===== src/rtl/spi_slave_driver.sv =====
// spi_slave_driver: CPOL=0/CPHA=0 SPI slave with synchronized pins, one-entry tx holding register and rx byte output.
module spi_slave_driver #(
  parameter int SYNC_STAGES = 2
) (
  input  logic       clk_i,
  input  logic       rst_i,
  input  logic [7:0] tx_data_bi,
  input  logic       tx_load_i,
  output logic       tx_pending_o,
  output logic [7:0] rx_data_bo,
  output logic       rx_valid_o,
  output logic       busy_o,
  input  logic       spi_sclk_i,
  input  logic       spi_mosi_i,
  input  logic       spi_cs_i,
  output logic       spi_miso_o
);
  typedef enum logic {IDLE, ACTIVE} state_e;
  state_e state_q, state_d;
  logic [SYNC_STAGES-1:0] sclk_sync_q, mosi_sync_q, cs_sync_q;
  logic sclk_prev_q, cs_prev_q;
  logic [7:0] hold_q, hold_d, tx_sh_q, tx_sh_d, rx_sh_q, rx_sh_d, rx_data_q, rx_data_d;
  logic pending_q, pending_d, reload_q, reload_d, rx_valid_q, rx_valid_d;
  logic [2:0] bitcnt_q, bitcnt_d;
  logic sclk_s, mosi_s, cs_s, sclk_rise, sclk_fall, cs_fall, cs_rise, load_sh;
  assign sclk_s    = sclk_sync_q[SYNC_STAGES-1];
  assign mosi_s    = mosi_sync_q[SYNC_STAGES-1];
  assign cs_s      = cs_sync_q[SYNC_STAGES-1];
  assign sclk_rise = sclk_s & ~sclk_prev_q;
  assign sclk_fall = ~sclk_s & sclk_prev_q;
  assign cs_fall   = ~cs_s & cs_prev_q;
  assign cs_rise   = cs_s & ~cs_prev_q;
  always_ff @(posedge clk_i or negedge rst_i) begin
    if (!rst_i) begin
      sclk_sync_q <= '0;
      mosi_sync_q <= '0;
      cs_sync_q   <= '1;
      sclk_prev_q <= 1'b0;
      cs_prev_q   <= 1'b1;
      state_q     <= IDLE;
      hold_q      <= 8'h00;
      pending_q   <= 1'b0;
      tx_sh_q     <= 8'h00;
      rx_sh_q     <= 8'h00;
      rx_data_q   <= 8'h00;
      rx_valid_q  <= 1'b0;
      bitcnt_q    <= 3'd0;
      reload_q    <= 1'b0;
    end else begin
      sclk_sync_q <= {sclk_sync_q[SYNC_STAGES-2:0], spi_sclk_i};
      mosi_sync_q <= {mosi_sync_q[SYNC_STAGES-2:0], spi_mosi_i};
      cs_sync_q   <= {cs_sync_q[SYNC_STAGES-2:0], spi_cs_i};
      sclk_prev_q <= sclk_s;
      cs_prev_q   <= cs_s;
      state_q     <= state_d;
      hold_q      <= hold_d;
      pending_q   <= pending_d;
      tx_sh_q     <= tx_sh_d;
      rx_sh_q     <= rx_sh_d;
      rx_data_q   <= rx_data_d;
      rx_valid_q  <= rx_valid_d;
      bitcnt_q    <= bitcnt_d;
      reload_q    <= reload_d;
    end
  end
  always_comb begin
    state_d    = state_q;
    hold_d     = hold_q;
    pending_d  = pending_q;
    tx_sh_d    = tx_sh_q;
    rx_sh_d    = rx_sh_q;
    rx_data_d  = rx_data_q;
    rx_valid_d = 1'b0;
    bitcnt_d   = bitcnt_q;
    reload_d   = reload_q;
    load_sh    = 1'b0;
    if (state_q == IDLE) begin
      if (cs_fall) begin
        state_d  = ACTIVE;
        load_sh  = 1'b1;
        bitcnt_d = 3'd0;
        reload_d = 1'b0;
      end
    end else if (cs_rise) begin
      state_d  = IDLE;
      bitcnt_d = 3'd0;
      reload_d = 1'b0;
    end else begin
      if (sclk_rise) begin
        rx_sh_d  = {rx_sh_q[6:0], mosi_s};
        bitcnt_d = bitcnt_q + 3'd1;
        if (bitcnt_q == 3'd7) begin
          rx_data_d  = {rx_sh_q[6:0], mosi_s};
          rx_valid_d = 1'b1;
          reload_d   = 1'b1;
        end
      end
      if (sclk_fall) begin
        load_sh  = reload_q;
        reload_d = 1'b0;
        tx_sh_d  = {tx_sh_q[6:0], 1'b0};
      end
    end
    // A shifter load takes the old hold content; a same-cycle tx_load_i lands afterwards
    if (load_sh) begin
      tx_sh_d   = pending_q ? hold_q : 8'h00;
      pending_d = 1'b0;
    end
    if (tx_load_i) begin
      hold_d    = tx_data_bi;
      pending_d = 1'b1;
    end
  end
  assign tx_pending_o = pending_q;
  assign rx_data_bo   = rx_data_q;
  assign rx_valid_o   = rx_valid_q;
  assign busy_o       = ~cs_s;
  assign spi_miso_o   = tx_sh_q[7] & ~cs_s;
endmodule


===== config.mk =====
export PLATFORM = sky130hd
export DESIGN_NAME = spi_slave_driver
export DESIGN_NICKNAME = d
export VERILOG_FILES = /design/src/rtl/spi_slave_driver.sv
export SDC_FILE = /design/constraint.sdc
export NUM_CORES = 1
export LEC_CHECK = 0
export CAP_MARGIN = 20
export CORE_UTILIZATION = 40
export DETAILED_ROUTE_END_ITERATION = 10
export GPL_TIMING_DRIVEN = 0
export MAX_ROUTING_LAYER = met4
export PLACE_DENSITY = 0.73
export SYNTH_ARGS = -nofsm -noshare
export SYNTH_HDL_FRONTEND = slang
export SYNTH_SLANG_ARGS = --single-unit

===== constraint.sdc =====
create_clock -name clk_i -period 1.4 [get_ports clk_i]
set_input_delay 0.28 -clock clk_i [delete_from_list [all_inputs] [get_ports clk_i]]
set_output_delay 0.28 -clock clk_i [all_outputs]
set_load 0.02 [all_outputs]

---- Word level (Yosys, flattened, before mapping) ----
Index checks and enable logic that the tools add are counted.
Widths: inputs -> output; s select.
cells by class
  add/subtract/negate cells ............... 1
  equality and inequality tests ........... 5
  mux-type cells .......................... 27
  bitwise logic cells ..................... 10
  reduce and logical (&&, ||, !) cells .... 9
operators with widths
  cell                 number
  $mux 8               5
  $mux 1               18
  $mux 3               4
  $reduce_and 3->1     3
  $ne 4x1->1 const B   2
  $reduce_bool 2->1    4
  $and 1x1->1          5
  $not 1->1            5
  $reduce_and 4->1     1
  $add 3x1->3 const B  1
  $eq 3x3->1 const B   1
  $ne 3x1->1 const B   1
  $ne 2x1->1 const B   1
  $reduce_and 2->1     1
word-level totals
  flip-flop bits (word level) ............. 46
  input port bits ......................... 14
  word-level logic and storage cells ...... 66

---- Depth between registers and ports, before layout ----
Gate-level depths: netlist of the first run.
  depth after elaboration ................. 7
  gate-level depth with buffers ........... 5
  mapped depth without buffers ............ 4

---- Least setup slack after synthesis of the first run ----
OpenSTA, ideal clock, no wires.
  path type ............................... register to register
  start point ............................. register cs_sync_q[1]
  end point ............................... register tx_sh_q[0]
  setup time .............................. 122 ps
  data arrival time ....................... 1331 ps
  data required time ...................... 1278 ps
  setup slack ............................. -52 ps
  stages on the path, launching flop included .. 6
  period minus slack after synthesis ...... 1452 ps
  path through ............................ dfstp_2 nand2b_1 buf_6 a41o_1 buf_6 a32o_1
on the way
  longest elaborated chain between the ends .. 6
  elaborated cells on any way between the ends .. 11
  classes of those cells .................. 1 x eq/ne; 4 x mux; 3 x bitwise; 3 x reduce/logical
RTL lines
  what                                                                     line  text
  start: declaration                                                       20    logic [SYNC_STAGES-1:0] sclk_sync_q, mosi_sync_q, cs_sync_q;
  start signal: assignment                                                 52    cs_sync_q <= {cs_sync_q[SYNC_STAGES-2:0], spi_cs_i};
  $not 1->1                                                                31    assign cs_fall = ~cs_s & cs_prev_q;
  $and 1x1->1                                                              31
  $mux 1                                                                   78    if (cs_fall) begin
  $mux 1                                                                   77    if (state_q == IDLE) begin
  $ne 2x1->1 (no source line) / $reduce_bool 2->1 (equally long branches)  -
  $reduce_and 3->1 (no source line)                                        -
  end signal: assignment                                                   58    tx_sh_q <= tx_sh_d;
  end: declaration                                                         22    logic [7:0] hold_q, hold_d, tx_sh_q, tx_sh_d, rx_sh_q, rx_sh_d, rx_data_q, rx_data_d;
Parallel ways exist; a longest one is shown, timed or not.
A chain may end at the register's enable or synchronous reset.

---- Worst setup path after layout of the first run ----
  start point ............................. register cs_prev_q
  end point ............................... register rx_data_q[2], in the netlist rx_data_bo[2]
on the way
  longest elaborated chain between the ends .. 4
RTL lines
  what                               line  text
  start: declaration                 21    logic sclk_prev_q, cs_prev_q;
  start signal: assignment           54    cs_prev_q <= cs_s;
  $not 1->1                          32    assign cs_rise = cs_s & ~cs_prev_q;
  $and 1x1->1                        32
  $not 1->1 (no source line)         -
  $reduce_and 4->1 (no source line)  -
  end signal: assignment             60    rx_data_q <= rx_data_d;
  end: declaration                   22
No other way between the ends.

==> summary.json, run 1 <==
{
  "regArea": {"value": 1150, "unit": "um^2"},
  "multiInputGateArea": {"value": 716, "unit": "um^2"},
  "post-route-util": {"value": 54.8, "unit": "%"},
  "worst_clock_skew": {"value": 3.97, "unit": "ps"},
  "report.final.slew_viol_count": {"value": 0},
  "hold-path-endpoint": {"value": "mosi_sync_q[1]"},
  "syn_area_per_cell": {"value": 13.5, "unit": "um^2"},
  "antenna-diode-count": {"value": 0},
  "endpoint_of_the_lowest_slack_register_to_register_path": {"value": "rx_data_bo[2]"},
  "post-place-ws": {"value": -232, "unit": "ps"},
  "worst-slew-pin-transition": {"value": 465, "unit": "ps"},
  "worst_ep_arrival_time": {"value": 1690, "unit": "ps"},
  "final_antenna_net_count": {"value": 0},
  "max_freq": {"value": 659, "unit": "MHz"},
  "floorplan.core_area": {"value": 4410, "unit": "um^2"},
  "yosys_warnings": {"value": 0},
  "power-per-cell-area": {"value": 1240, "unit": "nW/um^2"},
  "clock_tree.root_cell": {"value": "clkbuf_8"},
  "holdCritPathClass": {"value": "reg -> reg"},
  "drc": {"value": 0},
  "grt_setup_unrepaired": {"value": "true"},
  "place_hpwl": {"value": 2.33, "unit": "mm"},
  "timing.hold.worst_path_depth": {"value": 0},
  "ys_ff_latch": {"value": 46},
  "combined_buffer_and_inverter_count_along_the_critical_path": {"value": 2},
  "crit_path_max_incr_delay": {"value": 570, "unit": "ps"},
  "ff2ff_setup_slack": {"value": -120, "unit": "ps"},
  "num_vias": {"value": 1219},
  "hp-start": {"value": "mosi_sync_q[0]"},
  "synth_area": {"value": 1860, "unit": "um^2"},
  "clock_tree_from_tritoncts": {"value": "yes"},
  "cts-buffers-inserted": {"value": 5},
  "ys_top_cells_by_area": {"value": "dfrtp_1, mux2_2, dfstp_2"},
  "cts_max_level": {"value": 2},
  "wl_per_cell": {"value": 14.5, "unit": "um"},
  "layout.nets": {"value": 196},
  "worst-r2r-cell-count": {"value": 5},
  "floorplan_die_area": {"value": 4930, "unit": "um^2"},
  "filler_cell_count": {"value": 357},
  "r2r-start": {"value": "cs_prev_q"},
  "floorplan_row_count": {"value": 24},
  "cts.clk_slew.worst_paths": {"value": 80, "unit": "ps"},
  "via_count_of_the_first_global_routing_pass": {"value": 1205},
  "run_status": {"value": "finished, violations left"},
  "post_synth_num_cell_types": {"value": 32},
  "setup-violations-final": {"value": 25},
  "final_hold_viol_count": {"value": 0},
  "groute.usage.overall": {"value": 15.4, "unit": "%"},
  "numPortBuffers": {"value": 24},
  "max_cap_violations": {"value": 0},
  "largest_vdd_supply_drop": {"value": 0.000982, "unit": "V"},
  "worst_path_max_delay_cell": {"value": "dfstp_2"},
  "final_weighted_congestion_of_routability_driven_global_placement": {"value": 0.838},
  "failed_checks": {"value": "negative setup slack"},
  "clock_latency": {"value": 290, "unit": "ps"},
  "synthCells": {"value": 138},
  "grt_max_degree": {"value": 32},
  "finalWorstSetupSlack": {"value": -117, "unit": "ps"},
  "clock_path_buffers": {"value": 2},
  "placement.cell_area": {"value": 2190, "unit": "um^2"},
  "crit_path_max_fanout": {"value": 5},
  "vias_per_cell": {"value": 5.23},
  "start_util": {"value": 42.2, "unit": "%"},
  "layout_min_cycle_time": {"value": 1520, "unit": "ps"},
  "min_period_over_period": {"value": 108, "unit": "%"},
  "fraction_of_post_synthesis_cell_area_in_the_top_cell_type_by_area": {"value": 57.8, "unit": "%"},
  "static-leakage-power": {"value": 0.00118, "unit": "uW"},
  "yosys.area.top_type": {"value": "dfrtp_1"},
  "drt_first_pass_iters": {"value": 4},
  "first_iter_violations": {"value": 73},
  "floorplan.die.height": {"value": 70.2, "unit": "um"},
  "crit_path_capture_type": {"value": "register"},
  "critical_path_required": {"value": 1580, "unit": "ps"},
  "postRouteWirelength": {"value": 3.37, "unit": "mm"},
  "synth_fp_nets": {"value": 154},
  "finalInstanceArea": {"value": 2420, "unit": "um^2"},
  "post-layout-total-power": {"value": 3010, "unit": "uW"},
  "timing.critical_path.from_type": {"value": "register"},
  "grt_overflow": {"value": 0},
  "grt_pass1_wl": {"value": 5.70, "unit": "mm"},
  "clock_sinks": {"value": 46},
  "io_pins": {"value": 26},
  "antenna_found_initial": {"value": 0},
  "slew-limit-headroom": {"value": 68.9, "unit": "%"},
  "path_class": {"value": "reg -> reg"},
  "die-width": {"value": 70.2, "unit": "um"},
  "critPathTopFamily": {"value": "flip-flops"},
  "area_delta_synth_final": {"value": 29.8, "unit": "%"},
  "worstPathCellList": {"value": "nand2b_4 > buf_6 > buf_4 > nand4_4 > mux2_2"},
  "seq_area_frac_synth": {"value": 62.0, "unit": "%"},
  "drive_above_1_share": {"value": 33.1, "unit": "%"}
}
## placed cells by master, fill, tap and decap left out, types with 2 or more instances in the layout
cell             count
nand3_1              2
dlygate4sd2_1       10
nand2_1              9
buf_2                3
clkdlybuf4s50_1     11
dfstp_2              3
mux2_2              17
inv_1               12
a222oi_1             7
clkbuf_8             6
buf_4                9
a21oi_1              4
dfrtp_1             43
o211ai_1             2
nor2b_1              2
nand2b_1             2
mux2_4               6
nor2_1               4
clkbuf_1             2
buf_6                2
nand4_4              2
## stage by stage
stage | hold slack, ps | instances | TNS [ps]
6_report | 356 | 233 | -2200
5_1_grt | 367 | 233 | -3810
4_1_cts | 355 | 227 | -1170
3_5_place_dp | 218 | 215 | -2630
3_3_place_gp | 333 | 214 | -47930
2_1_floorplan | -15.6 | 138 | -4.58
## worst reg2reg max path: stages (launching register included)
cell      delay [ps]
dfstp_2          570
nand2b_4         130
buf_6            110
buf_4            140
nand4_4          140
mux2_2           320
## cell type report
cell class              count  share of cell area [%]
plain buffers               6                    1.76
clock buffers               7                    3.57
clock inverters             1                   0.207
inverters                  12                    1.86
multi-input cells          75                    29.6
flip-flops and latches     46                    47.8
well taps                  52                    2.69
repair buffers             34                    12.5
## worst max path at each step
stage | cells after the start | slack [ps] | end | from
6_report | 5 | -120 | rx_data_bo[2] | cs_prev_q
5_1_grt | 5 | -210 | tx_sh_q[6] | cs_sync_q[1]
3_5_place_dp | 3 | -230 | tx_sh_q[2] | sclk_sync_q[1]
3_3_place_gp | 1 | -1030 | rx_valid_o | rst_i
4_1_cts | 5 | -130 | tx_sh_q[2] | cs_sync_q[1]
2_1_floorplan | 5 | -5 | tx_sh_q[0] | cs_sync_q[1]
## logic make-up after synthesis
kind of cell / synth area share (%)
AO/OA/AOI/OAI: 9.34
multiplexers: 13.9
flip-flops: 62.0
buffers and inverters: 4.57
adder cells (fa/ha/maj): 1.34
AND/OR/NAND/NOR: 8.80
## power by group
group	switching (uW)	internal [uW]
clock	413	398
combinational	234	300
sequential	122	1540
## layer usage
layer  share of wire, %  GRT usage (%)
met5                  0              -
met4                2.3           8.00
met3                3.3           3.03
met2                 53           24.8
met1                 42           18.3
## cells in the mapped netlist
library cell,n
a21oi_1,4
a211oi_1,1
nand2b_1,4
nor2b_1,3
a32o_1,1
buf_1,1
o22ai_1,1
buf_2,1
nor2_1,4
mux2_2,23
a21o_1,1
inv_1,12
o21bai_1,1
nand2_1,9
dfrtp_1,43
a222oi_1,7
ha_1,2
clkbuf_2,1
o211ai_1,2
o21ai_0,1
dfstp_2,3
nand3_2,1
clkbuf_1,1
nor3b_1,1
nor4b_2,1
nand4_4,1
nand3_1,2
a31o_2,1
a31oi_1,1
buf_6,2
a41o_1,1
nand3b_1,1
## state kept, by name (all words and copies together) (netlist names)
name	cells
reload_q	1
mosi_sync_q	2
hold_q	8
sclk_sync_q	2
state_q	1
tx_pending_o	1
rx_data_bo	8
rx_valid_o	1
bitcnt_q	3
cs_prev_q	1
sclk_prev_q	1
tx_sh_q	8
rx_sh_q	7
cs_sync_q	2
## what timing repair did
| item | in CTS | in global routing |
|---|---|---|
| setup buffers | 2 | 6 |
| hold buffers | 1 | 0 |
| hold endpoints to repair | 12 | 0 |
| gates resized for setup | 22 | 12 |
| endpoints found under the setup margin | 35 | 27 |
| cloned | 1 | 0 |
| pin swaps | 1 | 7 |
(Power assumes the default switching activity.)
==> run 2, diff against run 1 <==
--- a/config.mk
+++ b/config.mk
@@ -11,6 +11,7 @@
 export GPL_TIMING_DRIVEN = 0
 export MAX_ROUTING_LAYER = met4
 export PLACE_DENSITY = 0.73
+export SKIP_LAST_GASP = 1
 export SYNTH_ARGS = -nofsm -noshare
 export SYNTH_HDL_FRONTEND = slang
 export SYNTH_SLANG_ARGS = --single-unit
==> run 2 against run 1 <==
Effect of this change:
- the run still ends with negative setup slack left
- worst hold slack about the same
- clock skew grew 0.89 ps
- sequential share of layout area is the same
- non-clock buffer count is the same
- first-iteration DRC count is 11% lower
==> summary.json, run 2 (same netlist as run 1, synthesis figures left out) <==
{
  "die-width": {"value": 70.2, "unit": "um", "change": "unchanged"},
  "placement.cell_area": {"value": 2190, "unit": "um^2", "change": "unchanged"},
  "placed_cells": {"value": 215, "change": "unchanged"},
  "drc": {"value": 0, "change": "unchanged"},
  "grt_overflow": {"value": 0, "change": "unchanged"},
  "largest_vdd_supply_drop": {"value": 0.000983, "unit": "V", "change": "about the same"},
  "cts-buffers-inserted": {"value": 5, "change": "unchanged"},
  "wl_per_cell": {"value": 14.5, "unit": "um", "change": "+0.18%"},
  "antenna_found_initial": {"value": 0, "change": "unchanged"},
  "max_freq": {"value": 659, "unit": "MHz", "change": "about the same"},
  "timing.hold.worst_path_depth": {"value": 0, "change": "unchanged"},
  "finalWorstSetupSlack": {"value": -118, "unit": "ps", "change": "-1.00 ps"},
  "drive_above_1_share": {"value": 33.1, "unit": "%", "change": "unchanged"},
  "clock_path_buffers": {"value": 2, "change": "unchanged"},
  "final_hold_viol_count": {"value": 0, "change": "unchanged"},
  "floorplan.core_area": {"value": 4410, "unit": "um^2", "change": "unchanged"},
  "min_period_over_period": {"value": 108, "unit": "%", "change": "about the same"},
  "via_count_of_the_first_global_routing_pass": {"value": 1205, "change": "unchanged"},
  "hold-path-endpoint": {"value": "mosi_sync_q[1]"},
  "final_common_cell": {"value": "dfrtp_1"},
  "post-route-util": {"value": 54.8, "unit": "%", "change": "unchanged"},
  "grt_setup_unrepaired": {"value": "true"},
  "run_status": {"value": "finished, violations left"},
  "io_pins": {"value": 26, "change": "unchanged"},
  "holdCritPathClass": {"value": "reg -> reg"},
  "vias_per_cell": {"value": 5.27, "change": "+0.82%"},
  "postRouteWirelength": {"value": 3.37, "unit": "mm", "change": "+0.18%"},
  "r2r-start": {"value": "cs_prev_q"},
  "clock_latency": {"value": 290, "unit": "ps", "change": "about the same"},
  "mostFrequentLayoutCells": {"value": "dfrtp_1, mux2_2, inv_1, clkdlybuf4s50_1, dlygate4sd2_1"},
  "clock_sinks": {"value": 46, "change": "unchanged"},
  "clock_tree.root_cell": {"value": "clkbuf_8"},
  "grt_max_degree": {"value": 32, "change": "unchanged"},
  "worst_clock_skew": {"value": 4.86, "unit": "ps", "change": "+0.886 ps"},
  "finalInstanceArea": {"value": 2420, "unit": "um^2", "change": "unchanged"},
  "area_delta_synth_final": {"value": 29.8, "unit": "%", "change": "unchanged"},
  "clock_tree_from_tritoncts": {"value": "yes"},
  "antenna-diode-count": {"value": 0, "change": "unchanged"},
  "place_hpwl": {"value": 2.33, "unit": "mm", "change": "unchanged"},
  "cts.clk_slew.worst_paths": {"value": 80, "unit": "ps", "change": "about the same"},
  "static-leakage-power": {"value": 0.00118, "unit": "uW", "change": "about the same"},
  "setup-violations-final": {"value": 25, "change": "unchanged"},
  "power-per-cell-area": {"value": 1240, "unit": "nW/um^2", "change": "about the same"},
  "endpoint_of_the_lowest_slack_register_to_register_path": {"value": "rx_data_bo[2]"},
  "critical_path_required": {"value": 1580, "unit": "ps", "change": "about the same"},
  "floorplan_row_count": {"value": 24, "change": "unchanged"},
  "layout_min_cycle_time": {"value": 1520, "unit": "ps", "change": "+1.00 ps"},
  "failed_checks": {"value": "negative setup slack"},
  "floorplan.die.height": {"value": 70.2, "unit": "um", "change": "unchanged"},
  "numPortBuffers": {"value": 24, "change": "unchanged"},
  "drt_first_pass_iters": {"value": 4, "change": "unchanged"},
  "final_weighted_congestion_of_routability_driven_global_placement": {"value": 0.838, "change": "unchanged"},
  "grt_pass1_wl": {"value": 5.70, "unit": "mm", "change": "unchanged"},
  "final_antenna_net_count": {"value": 0, "change": "unchanged"},
  "floorplan_die_area": {"value": 4930, "unit": "um^2", "change": "unchanged"},
  "slew-limit-headroom": {"value": 69.8, "unit": "%", "change": "+0.92 points"},
  "num_vias": {"value": 1229, "change": "+0.82%"},
  "max_cap_violations": {"value": 0, "change": "unchanged"},
  "worst-slew-pin-transition": {"value": 451, "unit": "ps", "change": "-13.7 ps"},
  "start_util": {"value": 42.2, "unit": "%", "change": "unchanged"},
  "path_class": {"value": "reg -> reg"},
  "stdcell_count": {"value": 233, "change": "unchanged"},
  "worst-r2r-cell-count": {"value": 5, "change": "unchanged"},
  "crit_path_max_fanout": {"value": 5, "change": "unchanged"},
  "layout.nets": {"value": 196, "change": "unchanged"},
  "hp-start": {"value": "mosi_sync_q[0]"},
  "report.final.slew_viol_count": {"value": 0, "change": "unchanged"},
  "crit_path_capture_type": {"value": "register"},
  "worst_ep_arrival_time": {"value": 1690, "unit": "ps", "change": "about the same"},
  "timing.critical_path.from_type": {"value": "register"},
  "cts_max_level": {"value": 2, "change": "unchanged"},
  "first_iter_violations": {"value": 65, "change": "-11%"},
  "ff2ff_setup_slack": {"value": -120, "unit": "ps", "change": "about the same"},
  "groute.usage.overall": {"value": 15.4, "unit": "%", "change": "unchanged"}
}
run 2: routing by layer:
metal  track usage (%)  part of all wire, %  up-vias
li1                  -                    -      580
met1              18.3                   41      610
met2              24.8                   52       29
met3              3.03                  3.7       10
met4              8.00                  2.5        0
met5                 -                    0        -
run 2: cell type report:
| class | count | area [um^2] |
|---|---|---|
| Buffer | 6 | 42.5 |
| Clock buffer | 7 | 86.3 |
| Clock inverter | 1 | 5.00 |
| Fill cell | 357 | 2000 |
| Inverter | 12 | 45.0 |
| Multi-Input combinational cell | 75 | 716 |
| Sequential cell | 46 | 1150 |
| Tap cell | 52 | 65.1 |
| Timing Repair Buffer | 34 | 303 |
run 2: what timing repair did:
| item | 4_1_cts | 5_1_grt |
|---|---|---|
| cloned | 1 | 0 |
| resized for setup | 21 | 13 |
| setup buffers | 2 | 6 |
| setup endpoints to repair | 35 | 27 |
| pin swaps | 1 | 6 |
| hold endpoints to repair | 12 | 0 |
| hold buffers | 1 | 0 |
run 2: stage by stage:
step	setup slack, ps	total power [uW]	TNS, ps	hold WS (ps)
after floorplan	-4.58	1960	-4.58	-15.6
after global placement	-1030	2090	-47930	333
after detailed placement	-232	2130	-2630	218
after CTS	-128	2960	-1200	355
after global routing	-186	3160	-3780	367
final	-118	3010	-2180	356
run 2: power breakdown:
group	internal (uW)	total, uW	switching, uW
Clock	398	812	414
Sequential	1540	1660	122
Combinational	300	535	235
Total	2240	3010	771
run 2: critical path: stages, from the launching register on:
cell and delay, ps:
dfstp_2 570, nand2b_4 130, buf_6 110, buf_4 140, nand4_4 140, mux2_2 320
run 2: worst max-delay path by stage:
stage / from / endpoint / slack, ps / depth (start not counted)
floorplan: cs_sync_q[1] / tx_sh_q[0] / -5 / 5
global placement: rst_i / rx_valid_o / -1030 / 1
detailed placement: sclk_sync_q[1] / tx_sh_q[2] / -230 / 3
CTS: cs_sync_q[1] / spi_miso_o / -130 / 2
global route: cs_sync_q[1] / tx_sh_q[6] / -190 / 5
finish: cs_prev_q / rx_data_bo[2] / -120 / 5
